`src/rtl/string_hw_sequencer_pkg.sv`:
```
// Shared definitions for the string accelerator sequencer: operation codes,
// accelerator register map, control-word layout and sequencer states.
package string_hw_pkg;

    typedef enum logic [2:0] {
        OP_CMP   = 3'd0,
        OP_UPPER = 3'd1,
        OP_LOWER = 3'd2
    } op_e;

    localparam logic [2:0] REG_A      = 3'd0;
    localparam logic [2:0] REG_B      = 3'd1;
    localparam logic [2:0] REG_CTL    = 3'd2;
    localparam logic [2:0] REG_RESULT = 3'd3;

    localparam int CTL_DONE    = 0;
    localparam int CTL_GO      = 1;
    localparam int CTL_IDX_LSB = 2;

    typedef enum logic [3:0] {
        ST_IDLE    = 4'd0,
        ST_WR_A    = 4'd1,
        ST_WR_B    = 4'd2,
        ST_WR_GO   = 4'd3,
        ST_RD_CTL  = 4'd4,
        ST_CHK_CTL = 4'd5,
        ST_RD_RES  = 4'd6,
        ST_CAP_RES = 4'd7,
        ST_CLR_GO  = 4'd8,
        ST_RESP    = 4'd9
    } state_e;

    // Control word: index in [4:2], go in bit 1, done (read-only) in bit 0.
    function automatic logic [31:0] ctl_word(input logic [2:0] idx, input logic go);
        logic [31:0] w;
        w = '0;
        w[CTL_IDX_LSB +: 3] = idx;
        w[CTL_GO]           = go;
        return w;
    endfunction

    function automatic logic op_legal(input logic [2:0] op);
        return op <= OP_LOWER;
    endfunction

endpackage

```
`src/rtl/string_hw_sequencer_if.sv`:
```
// Command/response handshake plus Avalon-MM master bus of the sequencer.
// The sequencer uses the master modport; the command source, response sink
// and accelerator slave together use the slave modport.
interface string_hw_sequencer_if;
    logic        cmd_valid;
    logic        cmd_ready;
    logic [2:0]  cmd_op;
    logic [31:0] cmd_a;
    logic [31:0] cmd_b;
    logic        rsp_valid;
    logic        rsp_ready;
    logic [31:0] rsp_data;
    logic        rsp_err;
    logic        m_chipselect;
    logic        m_write;
    logic        m_read;
    logic [2:0]  m_address;
    logic [31:0] m_writedata;
    logic [31:0] m_readdata;

    modport master (
        input  cmd_valid, cmd_op, cmd_a, cmd_b, rsp_ready, m_readdata,
        output cmd_ready, rsp_valid, rsp_data, rsp_err,
               m_chipselect, m_write, m_read, m_address, m_writedata
    );

    modport slave (
        output cmd_valid, cmd_op, cmd_a, cmd_b, rsp_ready, m_readdata,
        input  cmd_ready, rsp_valid, rsp_data, rsp_err,
               m_chipselect, m_write, m_read, m_address, m_writedata
    );
endinterface

```
`src/rtl/string_hw_sequencer.sv`:
```
// Drives a memory-mapped string accelerator through one command:
// load A and B, set go, poll done (bounded), fetch result, clear go, respond.
// All bus outputs are registered and derived from the next state so that a
// strobe is high exactly while the FSM sits in the matching state.
module string_hw_sequencer
    import string_hw_pkg::*;
#(
    parameter int POLL_LIMIT = 16
) (
    input  logic                  clk,
    input  logic                  reset,
    string_hw_sequencer_if.master bus
);

    localparam int CW = $clog2(POLL_LIMIT + 1);
    localparam logic [CW-1:0] LIMIT_C = CW'(POLL_LIMIT);

    localparam logic [3:0] IDLE    = ST_IDLE;
    localparam logic [3:0] WR_A    = ST_WR_A;
    localparam logic [3:0] WR_B    = ST_WR_B;
    localparam logic [3:0] WR_GO   = ST_WR_GO;
    localparam logic [3:0] RD_CTL  = ST_RD_CTL;
    localparam logic [3:0] CHK_CTL = ST_CHK_CTL;
    localparam logic [3:0] RD_RES  = ST_RD_RES;
    localparam logic [3:0] CAP_RES = ST_CAP_RES;
    localparam logic [3:0] CLR_GO  = ST_CLR_GO;
    localparam logic [3:0] RESP    = ST_RESP;

    logic [3:0]    state_q, state_d;
    logic [2:0]    op_q, op_d;
    logic [31:0]   b_q, b_d;
    logic [CW-1:0] poll_q, poll_d;
    logic [31:0]   rsp_data_q, rsp_data_d;
    logic          rsp_err_q, rsp_err_d;
    logic          rsp_valid_q, rsp_valid_d;
    logic          cs_q, cs_d;
    logic          wr_q, wr_d;
    logic          rd_q, rd_d;
    logic [2:0]    addr_q, addr_d;
    logic [31:0]   wdata_q, wdata_d;
    logic          accept;

    assign accept = (state_q == IDLE) && bus.cmd_valid;

    // Next-state logic of the command sequencer.
    always_comb begin
        state_d = state_q;
        case (state_q)
            IDLE:    if (bus.cmd_valid) state_d = op_legal(bus.cmd_op) ? WR_A : RESP;
            WR_A:    state_d = WR_B;
            WR_B:    state_d = WR_GO;
            WR_GO:   state_d = RD_CTL;
            RD_CTL:  state_d = CHK_CTL;
            CHK_CTL: begin
                if (bus.m_readdata[CTL_DONE])  state_d = RD_RES;
                else if (poll_q < LIMIT_C)     state_d = RD_CTL;
                else                           state_d = CLR_GO;
            end
            RD_RES:  state_d = CAP_RES;
            CAP_RES: state_d = CLR_GO;
            CLR_GO:  state_d = RESP;
            RESP:    if (bus.rsp_ready) state_d = IDLE;
            default: state_d = IDLE;
        endcase
    end

    // Command latching, poll counting and response bookkeeping.
    always_comb begin
        op_d        = op_q;
        b_d         = b_q;
        poll_d      = poll_q;
        rsp_data_d  = rsp_data_q;
        rsp_err_d   = rsp_err_q;
        rsp_valid_d = (state_d == RESP);
        if (accept) begin
            op_d       = bus.cmd_op;
            b_d        = bus.cmd_b;
            poll_d     = '0;
            rsp_data_d = '0;
            rsp_err_d  = !op_legal(bus.cmd_op);
        end
        if (state_q == RD_CTL && poll_q < LIMIT_C)
            poll_d = poll_q + 1'b1;
        if (state_q == CHK_CTL && state_d == CLR_GO)
            rsp_err_d = 1'b1;
        if (state_q == CAP_RES)
            rsp_data_d = bus.m_readdata;
    end

    // Bus strobes, address and write data for the state being entered.
    // String A goes straight from the command port into the write-data
    // register on acceptance, so it needs no separate holding register.
    always_comb begin
        cs_d    = 1'b0;
        wr_d    = 1'b0;
        rd_d    = 1'b0;
        addr_d  = addr_q;
        wdata_d = wdata_q;
        case (state_d)
            WR_A: begin
                cs_d = 1'b1; wr_d = 1'b1; addr_d = REG_A; wdata_d = bus.cmd_a;
            end
            WR_B: begin
                cs_d = 1'b1; wr_d = 1'b1; addr_d = REG_B; wdata_d = b_q;
            end
            WR_GO: begin
                cs_d = 1'b1; wr_d = 1'b1; addr_d = REG_CTL; wdata_d = ctl_word(op_q, 1'b1);
            end
            CLR_GO: begin
                cs_d = 1'b1; wr_d = 1'b1; addr_d = REG_CTL; wdata_d = ctl_word(op_q, 1'b0);
            end
            RD_CTL: begin
                cs_d = 1'b1; rd_d = 1'b1; addr_d = REG_CTL;
            end
            RD_RES: begin
                cs_d = 1'b1; rd_d = 1'b1; addr_d = REG_RESULT;
            end
            default: ;
        endcase
    end

    // State and datapath registers; reset aborts any command in flight.
    always_ff @(posedge clk or posedge reset) begin
        if (reset) begin
            state_q     <= IDLE;
            op_q        <= '0;
            b_q         <= '0;
            poll_q      <= '0;
            rsp_data_q  <= '0;
            rsp_err_q   <= 1'b0;
            rsp_valid_q <= 1'b0;
            cs_q        <= 1'b0;
            wr_q        <= 1'b0;
            rd_q        <= 1'b0;
            addr_q      <= '0;
            wdata_q     <= '0;
        end else begin
            state_q     <= state_d;
            op_q        <= op_d;
            b_q         <= b_d;
            poll_q      <= poll_d;
            rsp_data_q  <= rsp_data_d;
            rsp_err_q   <= rsp_err_d;
            rsp_valid_q <= rsp_valid_d;
            cs_q        <= cs_d;
            wr_q        <= wr_d;
            rd_q        <= rd_d;
            addr_q      <= addr_d;
            wdata_q     <= wdata_d;
        end
    end

    assign bus.cmd_ready    = (state_q == IDLE);
    assign bus.rsp_valid    = rsp_valid_q;
    assign bus.rsp_data     = rsp_data_q;
    assign bus.rsp_err      = rsp_err_q;
    assign bus.m_chipselect = cs_q;
    assign bus.m_write      = wr_q;
    assign bus.m_read       = rd_q;
    assign bus.m_address    = addr_q;
    assign bus.m_writedata  = wdata_q;

endmodule
```
`src/flat_wrapper.sv`:
```
// flat-port wrapper written by rule: the top's interface ports become plain ports
module string_hw_sequencer_flat import string_hw_pkg::*;
#(
    parameter int POLL_LIMIT = 16
)
  (clk, reset, bus_cmd_valid, bus_cmd_op, bus_cmd_a, bus_cmd_b, bus_rsp_ready, bus_m_readdata, bus_cmd_ready, bus_rsp_valid, bus_rsp_data, bus_rsp_err, bus_m_chipselect, bus_m_write, bus_m_read, bus_m_address, bus_m_writedata);
  string_hw_sequencer_if bus_i ();
  input  logic clk;
  input  logic reset;
  input wire logic [$bits(bus_i.cmd_valid)-1:0] bus_cmd_valid;
  input wire logic [$bits(bus_i.cmd_op)-1:0] bus_cmd_op;
  input wire logic [$bits(bus_i.cmd_a)-1:0] bus_cmd_a;
  input wire logic [$bits(bus_i.cmd_b)-1:0] bus_cmd_b;
  input wire logic [$bits(bus_i.rsp_ready)-1:0] bus_rsp_ready;
  input wire logic [$bits(bus_i.m_readdata)-1:0] bus_m_readdata;
  output wire logic [$bits(bus_i.cmd_ready)-1:0] bus_cmd_ready;
  output wire logic [$bits(bus_i.rsp_valid)-1:0] bus_rsp_valid;
  output wire logic [$bits(bus_i.rsp_data)-1:0] bus_rsp_data;
  output wire logic [$bits(bus_i.rsp_err)-1:0] bus_rsp_err;
  output wire logic [$bits(bus_i.m_chipselect)-1:0] bus_m_chipselect;
  output wire logic [$bits(bus_i.m_write)-1:0] bus_m_write;
  output wire logic [$bits(bus_i.m_read)-1:0] bus_m_read;
  output wire logic [$bits(bus_i.m_address)-1:0] bus_m_address;
  output wire logic [$bits(bus_i.m_writedata)-1:0] bus_m_writedata;
  assign bus_i.cmd_valid = bus_cmd_valid;
  assign bus_i.cmd_op = bus_cmd_op;
  assign bus_i.cmd_a = bus_cmd_a;
  assign bus_i.cmd_b = bus_cmd_b;
  assign bus_i.rsp_ready = bus_rsp_ready;
  assign bus_i.m_readdata = bus_m_readdata;
  assign bus_cmd_ready = bus_i.cmd_ready;
  assign bus_rsp_valid = bus_i.rsp_valid;
  assign bus_rsp_data = bus_i.rsp_data;
  assign bus_rsp_err = bus_i.rsp_err;
  assign bus_m_chipselect = bus_i.m_chipselect;
  assign bus_m_write = bus_i.m_write;
  assign bus_m_read = bus_i.m_read;
  assign bus_m_address = bus_i.m_address;
  assign bus_m_writedata = bus_i.m_writedata;
  string_hw_sequencer #(.POLL_LIMIT(POLL_LIMIT)) u_core (.clk(clk), .reset(reset), .bus(bus_i));
endmodule
```
`config.mk`:
```
export PLATFORM = sky130hd
export DESIGN_NAME = string_hw_sequencer_flat
export DESIGN_NICKNAME = d
export VERILOG_FILES = /design/src/rtl/string_hw_sequencer_pkg.sv /design/src/rtl/string_hw_sequencer_if.sv /design/src/rtl/string_hw_sequencer.sv /design/src/flat_wrapper.sv
export SDC_FILE = /design/constraint.sdc
export NUM_CORES = 1
export LEC_CHECK = 0
export ABC_AREA = 1
export BUFFER_PORTS_ARGS = -buffer_cell sky130_fd_sc_hd__clkbuf_2
export CAP_MARGIN = 10
export CORE_MARGIN = 1.5
export CORE_UTILIZATION = 50
export CTS_BUF_LIST = sky130_fd_sc_hd__clkbuf_8
export DETAILED_ROUTE_END_ITERATION = 7
export GPL_TIMING_DRIVEN = 0
export PLACE_DENSITY = 0.84
export SLEW_MARGIN = 20
export SYNTH_ARGS = -nofsm -noshare
export SYNTH_HDL_FRONTEND = slang
export SYNTH_SLANG_ARGS = --single-unit
```
`constraint.sdc`:
```
create_clock -name clk -period 4.15 [get_ports clk]
set_input_delay 0.415 -clock clk [delete_from_list [all_inputs] [get_ports clk]]
set_output_delay 0.415 -clock clk [all_outputs]
set_load 0.005 [all_outputs]
```
# Word-level counts from Yosys, hierarchy flattened
# Index checks and enable logic that the tools add are counted.
# word_totals
regBits	116
latch_bits	0
ram_bits	0
rom_bits	0
in_bits	103
out_inout_bits	73
word_cells	62
memories	0
# op_classes
add_sub_neg	1
n_mul	0
div_mod_pow	0
n_lt_le_gt_ge	2
n_eq_ne	16
shifts	0
mux	17
bitwise	0
reduce_logical	14
# op_table
op	n
$pmux W32 S4	1
$mux W32	2
$pmux W4 S10	1
$eq A4 B3 Y1 const B	6
$mux W4	5
$eq A4 B2 Y1 const B	4
$eq A4 B4 Y1 const B	4
$pmux W3 S4	1
$mux W5	2
$eq A4 B1 Y1 const B	2
$reduce_bool A4 Y1	2
$reduce_bool A2 Y1	3
$reduce_or A6 Y1	1
$add A5 B1 Y5 const B	1
$lt A5 B5 Y1 const B	1
$mux W1	5
$logic_not A4 Y1	1
$reduce_or A4 Y1	1
$le A3 B2 Y1 const B	1
$logic_and A1 B1 Y1	3
$reduce_or A3 Y1	1
$reduce_or A2 Y1	1
$logic_not A1 Y1	1

# Depth between registers and ports, before layout
# depth
word_depth	7
ltp_mapped	12
mapped_depth_nobuf	11

# Least setup slack after synthesis
# OpenSTA, ideal clock, no wires.
# synth_timing
path_type	register to register
startpoint	reg u_core.state_q[3]
endpoint	reg u_core.wdata_q[13] (netlist: u_core.bus.m_writedata[13])
setup_time_ns	0.116
t_arrival_ns	1.434
required_ns	4.034
slack_ns	2.599
path_stages_with_launch	10
path_buffers	1
period_less_slack_ns	1.551
path_cell_list	dfrtp_1 > nor2_2 > nand3_1 > nand3_1 > nor2_2 > nand3_2 > nand2_2 > buf_2 > nand2_1 > nand2_1
# synth_between
elab_chain_cells	4
elab_cells_between_ends	19
classes_between	eq/ne: 13; mux: 4; reduce/logical: 2
# synth_rtl
element	line	source
start, declared	string_hw_sequencer.sv:29	logic [3:0] state_q, state_d;
start signal, assigned	string_hw_sequencer.sv:138	state_q <= state_d;
$eq A4 B4 Y1, or another cell as far along	string_hw_sequencer.sv:48	case (state_q)
$pmux W4 S10 (*)	string_hw_sequencer.sv:48	
$eq A4 B4 Y1, or another cell as far along	string_hw_sequencer.sv:99	case (state_d)
$pmux W32 S4 / $reduce_bool A4 Y1 (equally long branches)	--	
end signal, assigned	string_hw_sequencer.sv:149	wdata_q <= wdata_d;
end, declared	string_hw_sequencer.sv:40	logic [31:0] wdata_q, wdata_d;
# Mark *: on every way between the ends. The rest lies on a longest branch, timed or not.
# A chain may end at the register's enable or synchronous reset.

# Worst setup path after layout
# layout_timing
startpoint	reg u_core.state_q[3]
endpoint	reg u_core.wdata_q[21] (netlist: u_core.bus.m_writedata[21])
# The elaborated chain is that of the path after synthesis.

==> results.toml <==
[yosys]
synthXorXnorAreaFrac_pct = 0.174
ys_seq_area_share_pct = 57.0
synth_simple_gate_area_share_pct = 36.2
ys_ff_latch = 115
yosysTopAreaCell = "dfrtp_1"
yosysWarningCount = 0
avgSynthCellArea_um2 = 8.01
ys_types = 25
syn_area_um2 = 5040
synth-edff-count = 0
synthAdderAreaFrac_pct = 0.248
yosysTopAreaCellShare_pct = 57.0
synthTopCellsByArea = "dfrtp_1 57%, nand2_1 23%, nand3_1 11%"
synth_async_sr_flop_share_pct = 100
yosys-mux-area-fraction_pct = 0
synth_top_family_by_area = "simple AND/OR/NAND/NOR gates"
synth_compound_area_share_pct = 1.46
synthCells = 630
synth_nets = 734
synthFlopType = "dfrtp_1"

[power_and_ir_drop]
combPwrFrac_pct = 42.6
power_density_nw_per_um2 = 805
internal-power_mw = 3.12
p_leak_nw = 3.89
seq_power_share_pct = 36.4
p_sw_share_pct = 40.7
peakVddDrop_uv = 339
clkPwrFrac_pct = 20.9
p_sw_mw = 2.14

[clock_network]
hold_buffers = 1
post_cts_buffers = 0
ctsLongestPathBuffers = 2
clk_pin_slew_ps = 70
clock-sinks = 115
numCtsBuffers = 17
cts_tree = "built"
root_buffer = "clkbuf_8"
post_cts_resized = 0
htreeDepth = 4
clk_latency_ps = 430

[floorplanning]
rows = 36
dieArea_um2 = 10700
start_util_pct = 51.6
die_x_um = 103
core_area_um2 = 9770
die_y_um = 103
io_pins = 176

[timing]
setup_tns_ps = 0
finalCritPeriodShare_pct = 49.9
rsz0062_at_grt = "no"
skew_ps = 10.4
setup_viol = 0
fmax_mhz = 483
whs_ps = 178
fin_crit_ps = 2070
hold_viol_final = 0
maxSlewViolCount = 0

[global_routing]
grt_pass1_wl_mm = 21.1
track_usage_pct = 25.9
grt_max_degree = 78
grt.overflow.total = 0
first_global_vias = 4620
antenna_found_initial = 0

[drt]
viasPerCell = 5.01
drt-initial-drc-count = 193
vias = 4860
post-route-drc-count = 0
ant_nets = 0
drt-wirelength-per-cell_um = 13.6
dr.pass1.iters = 7
finalWirelength_mm = 13.2

[placed_design]
place_area_um2 = 6110
dp.final_hpwl_mm = 9.73
port_buffers = 174
place_inst = 938
globalplace.congestion = 0.883

[worst_hold_path]
worstHoldPathType = "input port to flop"

[cells_and_area]
final_util_pct = 66.9
fin_cells = 970
drive_above_1_share_pct = 27.4
fill_cells = 882
area_delta_synth_final_pct = 29.6
final_cell_area_um2 = 6540
n_antenna_cell = 0
nets = 929

[setup_path]
crit_fanout = 10
crit_path_top_delay_cell = "dfrtp_1"
slowest_delay_ps = 440
cp-start-kind = "flop"
cp-end-kind = "flop"
critPathBufInv = 1
critical_path_class = "flop to flop"
cp.arrival_ps = 2390
critPathRequiredTime_ps = 4470
path_delay_family = "simple AND/OR/NAND/NOR gates"
crit_chain = "nor2_2 > nand3_1 > nand3_1 > nor2_2 > nand3_2 > nand2_2 > buf_2 > nand2_1 > nand2_1"

[job]
maxCapViolations = 0

[status]
outcome = "completed"
==> cells in the final DEF (no fill, tap or decap), types with 5 or more instances in the layout <==
cell      instances
dfrtp_1         115
clkbuf_1         19
inv_1            17
nand2_1         313
nor2_1           13
clkinv_2          5
nand3_1         109
clkbuf_2        174
buf_2            10
clkbuf_8         18
==> power by group through the flow <==
stage / Clock, mW / Sequential [mW] / Combinational, mW
after detailed placement: 0 / 1.93 / 2.24
after global routing: 1.16 / 1.97 / 2.57
after floorplan: 0 / 1.91 / 1.43
final: 1.10 / 1.92 / 2.24
after CTS: 1.11 / 1.91 / 2.26
after global placement: 0 / 1.91 / 2.15
==> area by class of cell <==
| cell class | count | area (um2) | share of cell area (%) |
|---|---|---|---|
| inverters | 20 | 80.1 | 1.22 |
| flip-flops and latches | 115 | 2880 | 44.0 |
| multi-input cells | 458 | 1930 | 29.4 |
| repair buffers | 176 | 908 | 13.9 |
| clock inverters | 13 | 168 | 2.56 |
| plain buffers | 37 | 166 | 2.54 |
| clock buffers | 18 | 248 | 3.79 |
| well taps | 133 | 166 | 2.54 |
==> cells in the mapped netlist (all sizes together) (3+ instances only) <==
cell type and n:
nand3 111, inv 19, nand2 315, buf 18, o21ai 5, dfrtp 115, clkbuf 19, a22oi 3
nor2 16
==> through the flow <==
step	worst slack (ps)	power, mW
after floorplan	691	3.34
after global placement	-413	4.06
after detailed placement	2130	4.17
after CTS	2110	5.29
after global routing	1900	5.71
final	2080	5.26
==> metal layers <==
layer / vias up / global-route usage, % / routed length, um
met5: - / 0 / 0
li1: 2379 / - / -
met1: 2239 / 31.8 / 5530
met4: 0 / 10.9 / 263
met2: 217 / 41.9 / 6320
met3: 25 / 8.80 / 1080
==> worst min-delay path, delay by kind of cell <==
family                 cells  cell delay [ps]
AND/OR/NAND/NOR            2               80
buffers and inverters      1               70
==> logic make-up after synthesis <==
family,Yosys count
fa+ha+maj,1
compound gates,12
other cells,1
buf+inv,57
xor+xnor,1
simple gates,443
flops,115
==> flip-flops by register name, indices dropped and copies added (netlist names) <==
register / count
u_core.b_q: 32
u_core.bus.m_address: 2
u_core.bus.m_chipselect: 1
u_core.bus.m_read: 1
u_core.bus.m_write: 1
u_core.bus.m_writedata: 32
u_core.bus.rsp_data: 32
u_core.bus.rsp_err: 1
u_core.bus.rsp_valid: 1
u_core.op_q: 3
u_core.poll_q: 5
u_core.state_q: 4
==> final timing paths <==
path                              startpoint                    endpoint  slack, ps  depth (start not counted)
max in group asynchronous              reset              u_core.b_q[31]       2940                          4
min in group asynchronous              reset      u_core.bus.rsp_data[7]        520                          3
min reg2reg                   u_core.op_q[0]              u_core.op_q[0]        480                          2
max reg2reg                u_core.state_q[3]  u_core.bus.m_writedata[21]       2080                          9
min                            bus_cmd_b[26]              u_core.b_q[26]        180                          3
max                        u_core.state_q[3]  u_core.bus.m_writedata[21]       2080                          9
Note: power is estimated with default switching activity, not from simulation.
